<file path="src/rtl/eth_pkg.sv">
// Shared Ethernet TX definitions: CRC-32 constants, the byte-wise reflected CRC update,
// and the FCS-append state encoding.
package eth_pkg;

  localparam logic [31:0] CRC32_POLY  = 32'hEDB88320;
  localparam logic [31:0] CRC32_INIT  = 32'hFFFFFFFF;
  localparam int          ETH_MIN_LEN = 60;

  typedef enum logic [1:0] {
    ST_DATA,
    ST_PAD,
    ST_FCS
  } fcs_state_t;

  // Reflected CRC-32: the byte enters at the LSB end and is shifted out LSB first.
  function automatic logic [31:0] crc32_byte(input logic [31:0] crc, input logic [7:0] d);
    logic [31:0] c;
    c = crc ^ {24'h0, d};
    for (int i = 0; i < 8; i++) begin
      c = c[0] ? ((c >> 1) ^ CRC32_POLY) : (c >> 1);
    end
    return c;
  endfunction

endpackage

</file>
<file path="src/rtl/eth_fcs_append.sv">
// TX-path stage: forwards a MAC frame unchanged, zero-pads short frames to MIN_LEN,
// then appends the 4-byte CRC-32 FCS least-significant byte first.
module eth_fcs_append
  import eth_pkg::*;
#(
  parameter int MIN_LEN = ETH_MIN_LEN,
  parameter bit PAD_EN  = 1'b1
) (
  input  logic       clk,
  input  logic       rst,
  input  logic [7:0] in_data,
  input  logic       in_valid,
  input  logic       in_last,
  output logic       in_ready,
  output logic [7:0] out_data,
  output logic       out_valid,
  output logic       out_last,
  input  logic       out_ready
);

  localparam int            CW      = $clog2(MIN_LEN + 1);
  localparam logic [CW-1:0] CNT_MAX = CW'(MIN_LEN);

  fcs_state_t    r_state;
  fcs_state_t    w_state_next;
  logic [CW-1:0] r_cnt;
  logic [31:0]   r_crc;
  logic [31:0]   r_fcs;
  logic [1:0]    r_fidx;

  logic          w_xfer;
  logic [7:0]    w_crc_in;
  logic [31:0]   w_crc_next;
  logic [CW-1:0] w_cnt_inc;
  logic          w_short;
  logic          w_pad_done;

  // Derived from state and inputs directly so the output logic below never feeds itself.
  assign w_xfer     = out_ready && ((r_state != ST_DATA) || in_valid);
  assign w_crc_in   = (r_state == ST_PAD) ? 8'h00 : in_data;
  assign w_crc_next = crc32_byte(r_crc, w_crc_in);
  assign w_cnt_inc  = (r_cnt == CNT_MAX) ? r_cnt : r_cnt + 1'b1;
  assign w_short    = PAD_EN && (w_cnt_inc < CNT_MAX);
  assign w_pad_done = (w_cnt_inc == CNT_MAX);

  // NOTE: registers use non-blocking assignments so every flop samples pre-edge values.
  always_ff @(posedge clk or negedge rst) begin
    if (!rst) begin
      r_state <= ST_DATA;
    end else begin
      r_state <= w_state_next;
    end
  end

  // NOTE: every output gets a default before the case, so no path leaves one unassigned (no latch).
  always_comb begin
    w_state_next = r_state;
    out_data     = in_data;
    out_valid    = in_valid;
    in_ready     = out_ready;
    out_last     = 1'b0;
    unique case (r_state)
      ST_DATA: begin
        if (w_xfer && in_last) begin
          w_state_next = w_short ? ST_PAD : ST_FCS;
        end
      end
      ST_PAD: begin
        in_ready  = 1'b0;
        out_data  = 8'h00;
        out_valid = 1'b1;
        if (w_xfer && w_pad_done) begin
          w_state_next = ST_FCS;
        end
      end
      ST_FCS: begin
        in_ready  = 1'b0;
        out_valid = 1'b1;
        out_data  = r_fcs[{r_fidx, 3'b000} +: 8];
        out_last  = (r_fidx == 2'd3);
        if (w_xfer && (r_fidx == 2'd3)) begin
          w_state_next = ST_DATA;
        end
      end
      default: begin
        w_state_next = ST_DATA;
      end
    endcase
  end

  always_ff @(posedge clk or negedge rst) begin
    if (!rst) begin
      r_cnt  <= '0;
      r_crc  <= CRC32_INIT;
      r_fcs  <= '0;
      r_fidx <= '0;
    end else if (w_xfer) begin
      unique case (r_state)
        ST_DATA, ST_PAD: begin
          r_crc <= w_crc_next;
          r_cnt <= w_cnt_inc;
          if (w_state_next == ST_FCS) begin
            r_fcs <= ~w_crc_next;
          end
        end
        ST_FCS: begin
          // fidx wraps 3 -> 0 on its own, ready for the next frame.
          r_fidx <= r_fidx + 2'd1;
          if (r_fidx == 2'd3) begin
            r_cnt <= '0;
            r_crc <= CRC32_INIT;
          end
        end
        default: begin
          r_cnt <= '0;
        end
      endcase
    end
  end

endmodule

</file>
<file path="config.mk">
export PLATFORM = sky130hd
export DESIGN_NAME = eth_fcs_append
export DESIGN_NICKNAME = d
export VERILOG_FILES = /design/src/rtl/eth_pkg.sv /design/src/rtl/eth_fcs_append.sv
export SDC_FILE = /design/constraint.sdc
export NUM_CORES = 1
export LEC_CHECK = 0
export BUFFER_PORTS_ARGS = -buffer_cell sky130_fd_sc_hd__buf_2
export CAP_MARGIN = 5
export CORE_ASPECT_RATIO = 1.2
export CORE_MARGIN = 2
export CORE_UTILIZATION = 60
export DETAILED_ROUTE_END_ITERATION = 16
export PLACE_DENSITY = 0.78
export SLEW_MARGIN = 20
export SYNTH_ARGS = -nofsm -noshare
export SYNTH_HDL_FRONTEND = slang
export SYNTH_SLANG_ARGS = --single-unit
</file>
<file path="constraint.sdc">
create_clock -name clk -period 8.25 [get_ports clk]
set_clock_uncertainty 0.2 [all_clocks]
set_input_delay 2.475 -clock clk [delete_from_list [all_inputs] [get_ports clk]]
set_output_delay 2.475 -clock clk [all_outputs]
set_load 0.1 [all_outputs]
</file>
==> results of run 1 <==
[area by class of cell]
cell class              count  area share
clock buffers              10      0.0279
inverters                  16      0.0122
flip-flops and latches     74       0.383
repair buffers             28      0.0309
multi-input cells         304       0.508
well taps                  90      0.0228
clock inverters             6      0.0150
[final timing paths]
path	start	endpoint	slack [ns]	cells past startpoint
setup / recovery	in_data[2]	out_data[2]	2.26	4
hold / removal	r_fcs[24]$_DFFE_PN0P_	r_fcs[24]$_DFFE_PN0P_	0.30	1
setup reg to reg	r_state[0]$_DFF_PN0_	r_fcs[23]$_DFFE_PN0P_	4.98	9
hold reg to reg	r_fcs[24]$_DFFE_PN0P_	r_fcs[24]$_DFFE_PN0P_	0.30	1
max in group asynchronous	rst	r_cnt[0]$_DFFE_PN0P_	5.08	2
min in group asynchronous	rst	r_state[1]$_DFF_PN0_	2.12	2
[through the flow]
step / instances / hold slack [ns]
finish: 528 / 0.302
floorplan: 415 / 0.259
detailed placement: 512 / 0.291
global placement: 512 / 0.277
global route: 528 / 0.323
CTS: 528 / 0.309
[critical path, cell delays in order]
cell	delay (ns)
buf_2	0.14
inv_1	0.07
o21ai_0	0.17
buf_2	0.46
[cells in the final DEF (no fill, tap or decap), types with 10 or more instances in the layout]
| cell type | Yosys | layout |
|---|---|---|
| mux2_4 | 30 | 30 |
| inv_1 | 16 | 16 |
| nand3_1 | 14 | 14 |
| a21oi_1 | 37 | 37 |
| dfrtp_1 | 42 | 42 |
| nor2_1 | 50 | 48 |
| xnor2_1 | 48 | 48 |
| o21ai_0 | 19 | 19 |
| dfstp_2 | 32 | 32 |
| buf_2 | 6 | 23 |
| clkbuf_8 | 0 | 10 |
| xor2_1 | 32 | 32 |
[sequential cells by signal, indices dropped and copies added (netlist names)]
register / count
r_cnt: 6
r_crc: 32
r_fcs: 32
r_state: 2
r_fidx: 2
[routing by layer]
layer | GRT usage | routed length [um]
met2 | 0.421 | 4800
met1 | 0.335 | 4340
met5 | 0 | 0
met4 | 0.107 | 309
met3 | 0.0498 | 525
[cells by family after synthesis]
kind of cell / after synthesis / synth area share
AOI/OAI and AO/OA: 73 / 0.0948
and+or+nand+nor: 96 / 0.100
muxes: 42 / 0.148
xor gates and xnor gates: 86 / 0.185
DFF: 74 / 0.415
adders and majority gates: 7 / 0.0192
buffers and inverters: 37 / 0.0379
==> flow_metrics.py, run 1 <==
metrics = {
    "global_route": {
        "antenna_found_initial": 0,
        "grt.total_usage": 0.256,
        "gr-total-overflow": 0,
        "grt_pass1_vias": 3236,
        "grt_first_pass_wirelength_um": 16400,
        "grt_max_degree": 75,
    },
    "floorplanning": {
        "dieArea_sq_um": 8310,
        "coreArea_sq_um": 7320,
        "die_y_um": 99.5,
        "rows": 34,
        "initial_utilization": 0.623,
        "num_io_pins": 24,
        "die_w_um": 83.5,
    },
    "yosys": {
        "synthDominantCellAreaShare": 0.231,
        "ys_top_cells_by_count": "50 x nor2_1, 48 x xnor2_1, 42 x dfrtp_1",
        "synthesis.nets": 435,
        "yosysTopAreaCell": "dfrtp_1",
        "ys_ff_latch": 74,
        "synth_top_flop_cell": "dfrtp_1",
        "ys_seq_area_frac": 0.415,
        "synth_cells": 415,
        "netlist-cell-type-count": 48,
        "ys_async_sr_fraction": 1.00,
        "yosys_warnings": 0,
        "yosysMostFrequentCell": "nor2_1",
        "syn_avg_cell_area_sq_um": 11.0,
        "synth_edf_count": 0,
        "ys_top_cells_by_area": "dfrtp_1 23%, dfstp_2 18%, mux2_4 9.9%",
        "synthesis.area_sq_um": 4560,
    },
    "timing": {
        "setup_viol": 0,
        "final_hold_viol_count": 0,
        "finalMaxSlewViolations": 0,
        "period_needed_ns": 5.99,
        "setup_slack_ns": 2.26,
        "worst_pin_slew_ns": 0.941,
        "period_share": 0.726,
        "tns_ns": 0,
        "rsz0062_at_grt": "false",
        "max_freq_ghz": 0.167,
        "relSlewSlack": 0.368,
    },
    "clocking": {
        "cts_resized": 0,
        "cts.sinks": 74,
        "ctsHtreeMaxLevel": 3,
        "hold_buffers": 0,
        "clk_path_buf_depth": 2,
        "cts_setup_buffers": 0,
        "cts_buffers": 9,
        "clk_latency_ns": 0.35,
        "path_clk_slew_ns": 0.07,
        "cts_root_buffer": "clkbuf_8",
        "cts_tree": "built",
    },
    "cells_and_area": {
        "seq_area_sq_um": 1890,
        "final_area_sq_um": 4930,
        "drive_gt1_frac": 0.290,
        "multi_input_area_sq_um": 2500,
        "num_antenna_cells": 0,
        "nFillCells": 551,
        "final_util": 0.674,
        "nets": 453,
        "area_growth_pct": 8.29,
    },
    "placed_design": {
        "port_buffers": 23,
        "hpwl_um": 6550,
        "gp_congestion": 0.804,
        "placed_area_sq_um": 4720,
        "preCtsSetupSlack_ns": 2.28,
    },
    "routing": {
        "vias": 3140,
        "antenna_left": 0,
        "drt_iter0_drc": 263,
        "drc": 0,
        "viasPerCell": 5.95,
        "drt-total-wl_um": 9980,
        "dr.pass1.iters": 4,
        "wl_per_cell_um": 18.9,
    },
    "job": {
        "drv_cap": 0,
    },
    "setup_path": {
        "crit_path_end_kind": "primary output",
        "critical_path.max_fanout": 3,
        "cp.arrival_ns": 3.31,
        "start_kind": "primary input",
        "required_ns": 5.58,
        "crit_type": "primary input to primary output",
    },
    "run_status": {
        "status": "finished clean",
    },
    "min_path": {
        "hp-class": "flop to flop",
    },
}
Power of run 1 is not shown: default switching activity piles up to over one toggle a cycle in this logic, so the estimate is an artifact.
==> run 2: changes to the inputs <==
ABC_AREA = 1   (was unset)
CORE_UTILIZATION = 56   (was 60)
PLACE_DENSITY = 0.77   (was 0.78)
clock period = 4.8 ns   (was 8.25 ns; I/O delays follow)
==> run 2 against run 1 <==
Synthesized area rose by 5.4%. Critical path depth up 2. Hold slack got worse by 0.032 ns. Register-to-register slack worse by 3.5 ns. Critical endpoint is now out_data[0].
==> flow_metrics.py, run 2 <==
metrics = {
    "routing": {
        "drc": 0,
        "antenna_left": 0,
        "viasPerCell": 5.20,
        "wl_per_cell_um": 14.9,
        "dr.pass1.iters": 5,
        "vias": 3837,
        "drt_iter0_drc": 181,
        "drt-total-wl_um": 11000,
    },
    "setup_path": {
        "cp_slowest_stage_delay_ns": 0.64,
        "crit_path_end_kind": "primary output",
        "crit_buf_inv": 2,
        "critPathTopFamily": "buffers and inverters",
        "cp.arrival_ns": 2.55,
        "crit_type": "flop to primary output",
        "cpMaxStageDelayCell": "dfrtp_1",
        "cp_cell_sequence": "inv_1 > o21ai_0 > o22ai_1 > nand3_1 > o21ai_1 > buf_2",
        "start_kind": "flop",
        "required_ns": 3.16,
        "critical_path.max_fanout": 19,
    },
    "yosys": {
        "synth_cells": 598,
        "synthesis.nets": 618,
        "ys_async_sr_fraction": 1.00,
        "netlist-cell-type-count": 37,
        "syn_avg_cell_area_sq_um": 8.03,
        "ys_top_cells_by_area": "dfrtp_1 22%, dfstp_2 18%, nand2_1 14%",
        "synthDominantCellAreaShare": 0.219,
        "yosysTopAreaCell": "dfrtp_1",
        "ys_top_cells_by_count": "178 x nand2_1, 72 x inv_1, 50 x xor2_1",
        "synth_edf_count": 0,
        "synthesis.area_sq_um": 4800,
        "yosysMostFrequentCell": "nand2_1",
        "ys_seq_area_frac": 0.394,
        "synth_top_flop_cell": "dfrtp_1",
        "ys_ff_latch": 74,
        "yosys_warnings": 0,
    },
    "timing": {
        "final_hold_viol_count": 0,
        "tns_ns": 0,
        "worst_pin_slew_ns": 0.947,
        "period_share": 0.873,
        "finalMaxSlewViolations": 0,
        "setup_viol": 0,
        "whs_ns": 0.271,
        "relSlewSlack": 0.369,
        "period_needed_ns": 4.19,
        "max_freq_ghz": 0.239,
        "rsz0062_at_grt": "false",
    },
    "min_path": {
        "hp-class": "flop to flop",
    },
    "clocking": {
        "cts_setup_buffers": 0,
        "cts.sinks": 74,
        "ctsHtreeMaxLevel": 3,
        "cts_resized": 0,
        "hold_buffers": 0,
        "cts_buffers": 9,
        "cts_tree": "built",
        "clk_latency_ns": 0.36,
        "path_clk_slew_ns": 0.07,
        "clk_path_buf_depth": 2,
        "cts_root_buffer": "clkbuf_8",
    },
    "global_route": {
        "grt_use_met2": 0.437,
        "antenna_found_initial": 0,
        "busiest_layer": "met2",
        "grt_pass1_vias": 4022,
        "grt_first_pass_wirelength_um": 18900,
        "grt_use_met1": 0.324,
        "grt.total_usage": 0.264,
        "grt_max_degree": 43,
        "use_met3": 0.0532,
        "gr-total-overflow": 0,
    },
    "floorplanning": {
        "dieArea_sq_um": 9340,
        "rows": 37,
        "die_y_um": 105,
        "coreArea_sq_um": 8470,
        "initial_utilization": 0.567,
        "die_w_um": 88.5,
        "num_io_pins": 24,
    },
    "job": {
        "drv_cap": 0,
    },
    "placed_design": {
        "gp_congestion": 0.893,
        "hpwl_um": 7780,
        "port_buffers": 23,
        "placed_area_sq_um": 4940,
    },
    "cells_and_area": {
        "largestRegisters": "r_crc: 32 flops, r_fcs: 32 flops, r_cnt: 6 flops",
        "final_util": 0.612,
        "nFillCells": 750,
        "layout_common_cells": "178 x nand2_1, 72 x inv_1, 50 x xor2_1",
        "final_area_sq_um": 5190,
        "num_antenna_cells": 0,
        "drive_gt1_frac": 0.206,
        "final_common_cell": "nand2_1",
        "multi_input_area_sq_um": 2450,
        "seq_area_sq_um": 1890,
        "nets": 636,
        "area_growth_pct": 8.03,
    },
    "run_status": {
        "status": "finished clean",
    },
}
run 2: cell count changes after synthesis, sizes merged, moves of 26 or more:
cell / change
a21oi: -26
inv: +63
mux2: -34
nand2: +187
o21ai: +28
xnor2: -39
run 2: final timing paths:
path	from	end	slack, ns	cells after the start
setup / recovery	r_fidx[0]$_DFFE_PN0P_	out_data[0]	0.61	6
hold / removal	r_fcs[16]$_DFFE_PN0P_	r_fcs[16]$_DFFE_PN0P_	0.27	2
setup reg to reg	r_state[1]$_DFF_PN0_	r_crc[31]$_DFFE_PN1P_	1.50	9
hold reg to reg	r_fcs[16]$_DFFE_PN0P_	r_fcs[16]$_DFFE_PN0P_	0.27	2
max in group asynchronous	rst	r_crc[8]$_DFFE_PN1P_	2.52	2
min in group asynchronous	rst	r_cnt[5]$_DFFE_PN0P_	1.02	1
run 2: final cells by class:
type,count,area share
Timing Repair Buffer,27,0.0280
Inverter,81,0.0596
Clock buffer,12,0.0280
Sequential cell,74,0.365
Tap cell,117,0.0282
Clock inverter,4,0.0191
Multi-Input combinational cell,423,0.473
run 2: tightest hold or removal path, stage by stage, from the launching register on:
cell,delay (ns)
dfrtp_1,0.34
nand2_1,0.05
nand2_1,0.04
run 2: cell families after synthesis:
kind of cell | synth area share
DFF | 0.394
adders and majority gates | 0.0182
and+or+nand+nor | 0.244
AOI/OAI and AO/OA | 0.108
buffers and inverters | 0.0956
xor gates and xnor gates | 0.140
run 2: routing by layer:
| layer | up-vias | share of wire |
|---|---|---|
| met1 | 1786 | 0.42 |
| li1 | 1902 | - |
| met3 | 31 | 0.054 |
| met4 | 0 | 0.039 |
| met5 | - | 0 |
| met2 | 118 | 0.49 |
run 2: through the flow:
stage	setup WS (ns)	std cells
after CTS	0.648	738
final	0.609	738
after global routing	0.448	738
after global placement	0.914	722
after floorplan	0.323	598
after detailed placement	0.923	722
Power of run 2 is left out for the same reason.
==> run 3: changes to the inputs <==
MAX_ROUTING_LAYER = met4   (was unset)
REMOVE_ABC_BUFFERS = 1   (was unset)
==> run 3 against run 2 <==
First-iteration DRC count is 72% higher. Count of clock-buffer cells in the layout stayed put. Global-route usage up 0.051 points. Register-to-register slack improved by 0.05 ns. Sequential share of layout area increased by 0.45 points. Maximum frequency is 2.6% higher. Non-clock buffer count stayed put. Design area is 1.2% lower.
==> flow_metrics.py, run 3 (synthesis results as in run 2) <==
metrics = {
    "routing": {
        "viasPerCell": 5.27,
        "drt_iter0_drc": 312,
        "vias": 3886,
        "antenna_left": 0,
        "drc": 0,
        "dr.pass1.iters": 6,
        "wl_per_cell_um": 14.9,
        "drt-total-wl_um": 11000,
    },
    "cells_and_area": {
        "drive_gt1_frac": 0.208,
        "num_antenna_cells": 0,
        "final_common_cell": "nand2_1",
        "nFillCells": 766,
        "area_growth_pct": 6.72,
        "largestRegisters": "r_crc: 32 flops, r_fcs: 32 flops, r_cnt: 6 flops",
        "final_area_sq_um": 5120,
        "nets": 636,
        "layout_common_cells": "178 x nand2_1, 72 x inv_1, 50 x xor2_1",
    },
    "timing": {
        "period_share": 0.851,
        "finalMaxSlewViolations": 0,
        "setup_slack_ns": 0.717,
        "relSlewSlack": 0.403,
        "final_hold_viol_count": 0,
        "whs_ns": 0.271,
        "period_needed_ns": 4.08,
        "max_freq_ghz": 0.245,
        "setup_viol": 0,
        "worst_pin_slew_ns": 0.896,
        "rsz0062_at_grt": "false",
    },
    "clocking": {
        "cts_resized": 0,
        "path_clk_slew_ns": 0.08,
        "cts.sinks": 74,
        "hold_buffers": 0,
        "cts_tree": "built",
        "cts_root_buffer": "clkbuf_8",
        "clk_latency_ns": 0.36,
        "clk_path_buf_depth": 2,
        "ctsHtreeMaxLevel": 3,
        "cts_buffers": 9,
        "cts_setup_buffers": 0,
    },
    "floorplanning": {
        "die_y_um": 105,
        "num_io_pins": 24,
        "initial_utilization": 0.567,
        "die_w_um": 88.5,
        "dieArea_sq_um": 9340,
        "rows": 37,
        "coreArea_sq_um": 8470,
    },
    "run_status": {
        "status": "finished clean",
    },
    "placed_design": {
        "gp_congestion": 0.894,
        "preCtsSetupSlack_ns": 0.937,
        "hpwl_um": 7790,
        "placed_area_sq_um": 4940,
        "port_buffers": 23,
    },
    "setup_path": {
        "cp.arrival_ns": 2.44,
        "start_kind": "flop",
        "critical_path.max_fanout": 19,
        "crit_type": "flop to primary output",
        "required_ns": 3.16,
        "crit_path_end_kind": "primary output",
    },
    "min_path": {
        "hp-class": "flop to flop",
    },
    "global_route": {
        "gr-total-overflow": 0,
        "grt.total_usage": 0.265,
        "grt_pass1_vias": 3808,
        "antenna_found_initial": 0,
        "grt_max_degree": 42,
        "grt_first_pass_wirelength_um": 18400,
    },
    "job": {
        "drv_cap": 0,
    },
}
[run 3: cell types whose count changed in the layout (fill, tap and decap cells not counted)]
cell / previous run / this run
o21ai_0: 28 / 36
clkinvlp_4: 0 / 1
clkbuf_1: 2 / 1
bufinv_16: 3 / 0
clkinv_2: 0 / 2
clkbuf_8: 10 / 11
o21ai_1: 16 / 8
[run 3: worst paths after layout]
path                                          to                  start  slack [ns]  cells after the start
max in group asynchronous   r_crc[4]$_DFFE_PN1P_                    rst        2.49                      2
min in group asynchronous  r_fcs[10]$_DFFE_PN0P_                    rst        1.00                      1
min reg2reg                 r_fcs[9]$_DFFE_PN0P_   r_fcs[9]$_DFFE_PN0P_        0.27                      2
min                         r_fcs[9]$_DFFE_PN0P_   r_fcs[9]$_DFFE_PN0P_        0.27                      2
max                                  out_data[3]  r_fidx[0]$_DFFE_PN0P_        0.72                      6
max reg2reg                 r_crc[1]$_DFFE_PN1P_   r_state[1]$_DFF_PN0_        1.55                      9
[run 3: final cells by class]
type                       instances  area, sq um  share of cell area
clock buffer                      12          155              0.0303
clock inverter                     4         26.3             0.00513
inverter                          81          309              0.0603
multi-input combinational        423         2450               0.478
sequential                        74         1890               0.369
tap                              117          146              0.0286
timing repair buffer              27          145              0.0283
[run 3: worst max-delay path: stages, from the launching register on]
cell	delay [ns]
dfrtp_1	0.62
inv_1	0.51
o21ai_0	0.16
o22ai_1	0.13
nand3_1	0.11
o21ai_0	0.11
buf_2	0.45
[run 3: stage by stage]
step | std cells | util | TNS [ns]
final | 738 | 0.605 | 0
after global routing | 738 | 0.605 | 0
after CTS | 738 | 0.605 | 0
after detailed placement | 722 | 0.584 | 0
after global placement | 722 | 0.584 | 0
after floorplan | 578 | - | -3.38
[run 3: per-layer routing]
metal	track usage	routed length, um	vias to the layer above
li1	-	-	1893
met1	0.334	4700	1872
met2	0.426	5620	99
met3	0.0423	455	22
met4	0.103	230	0
met5	-	0	-
Power of run 3 is left out for the same reason.
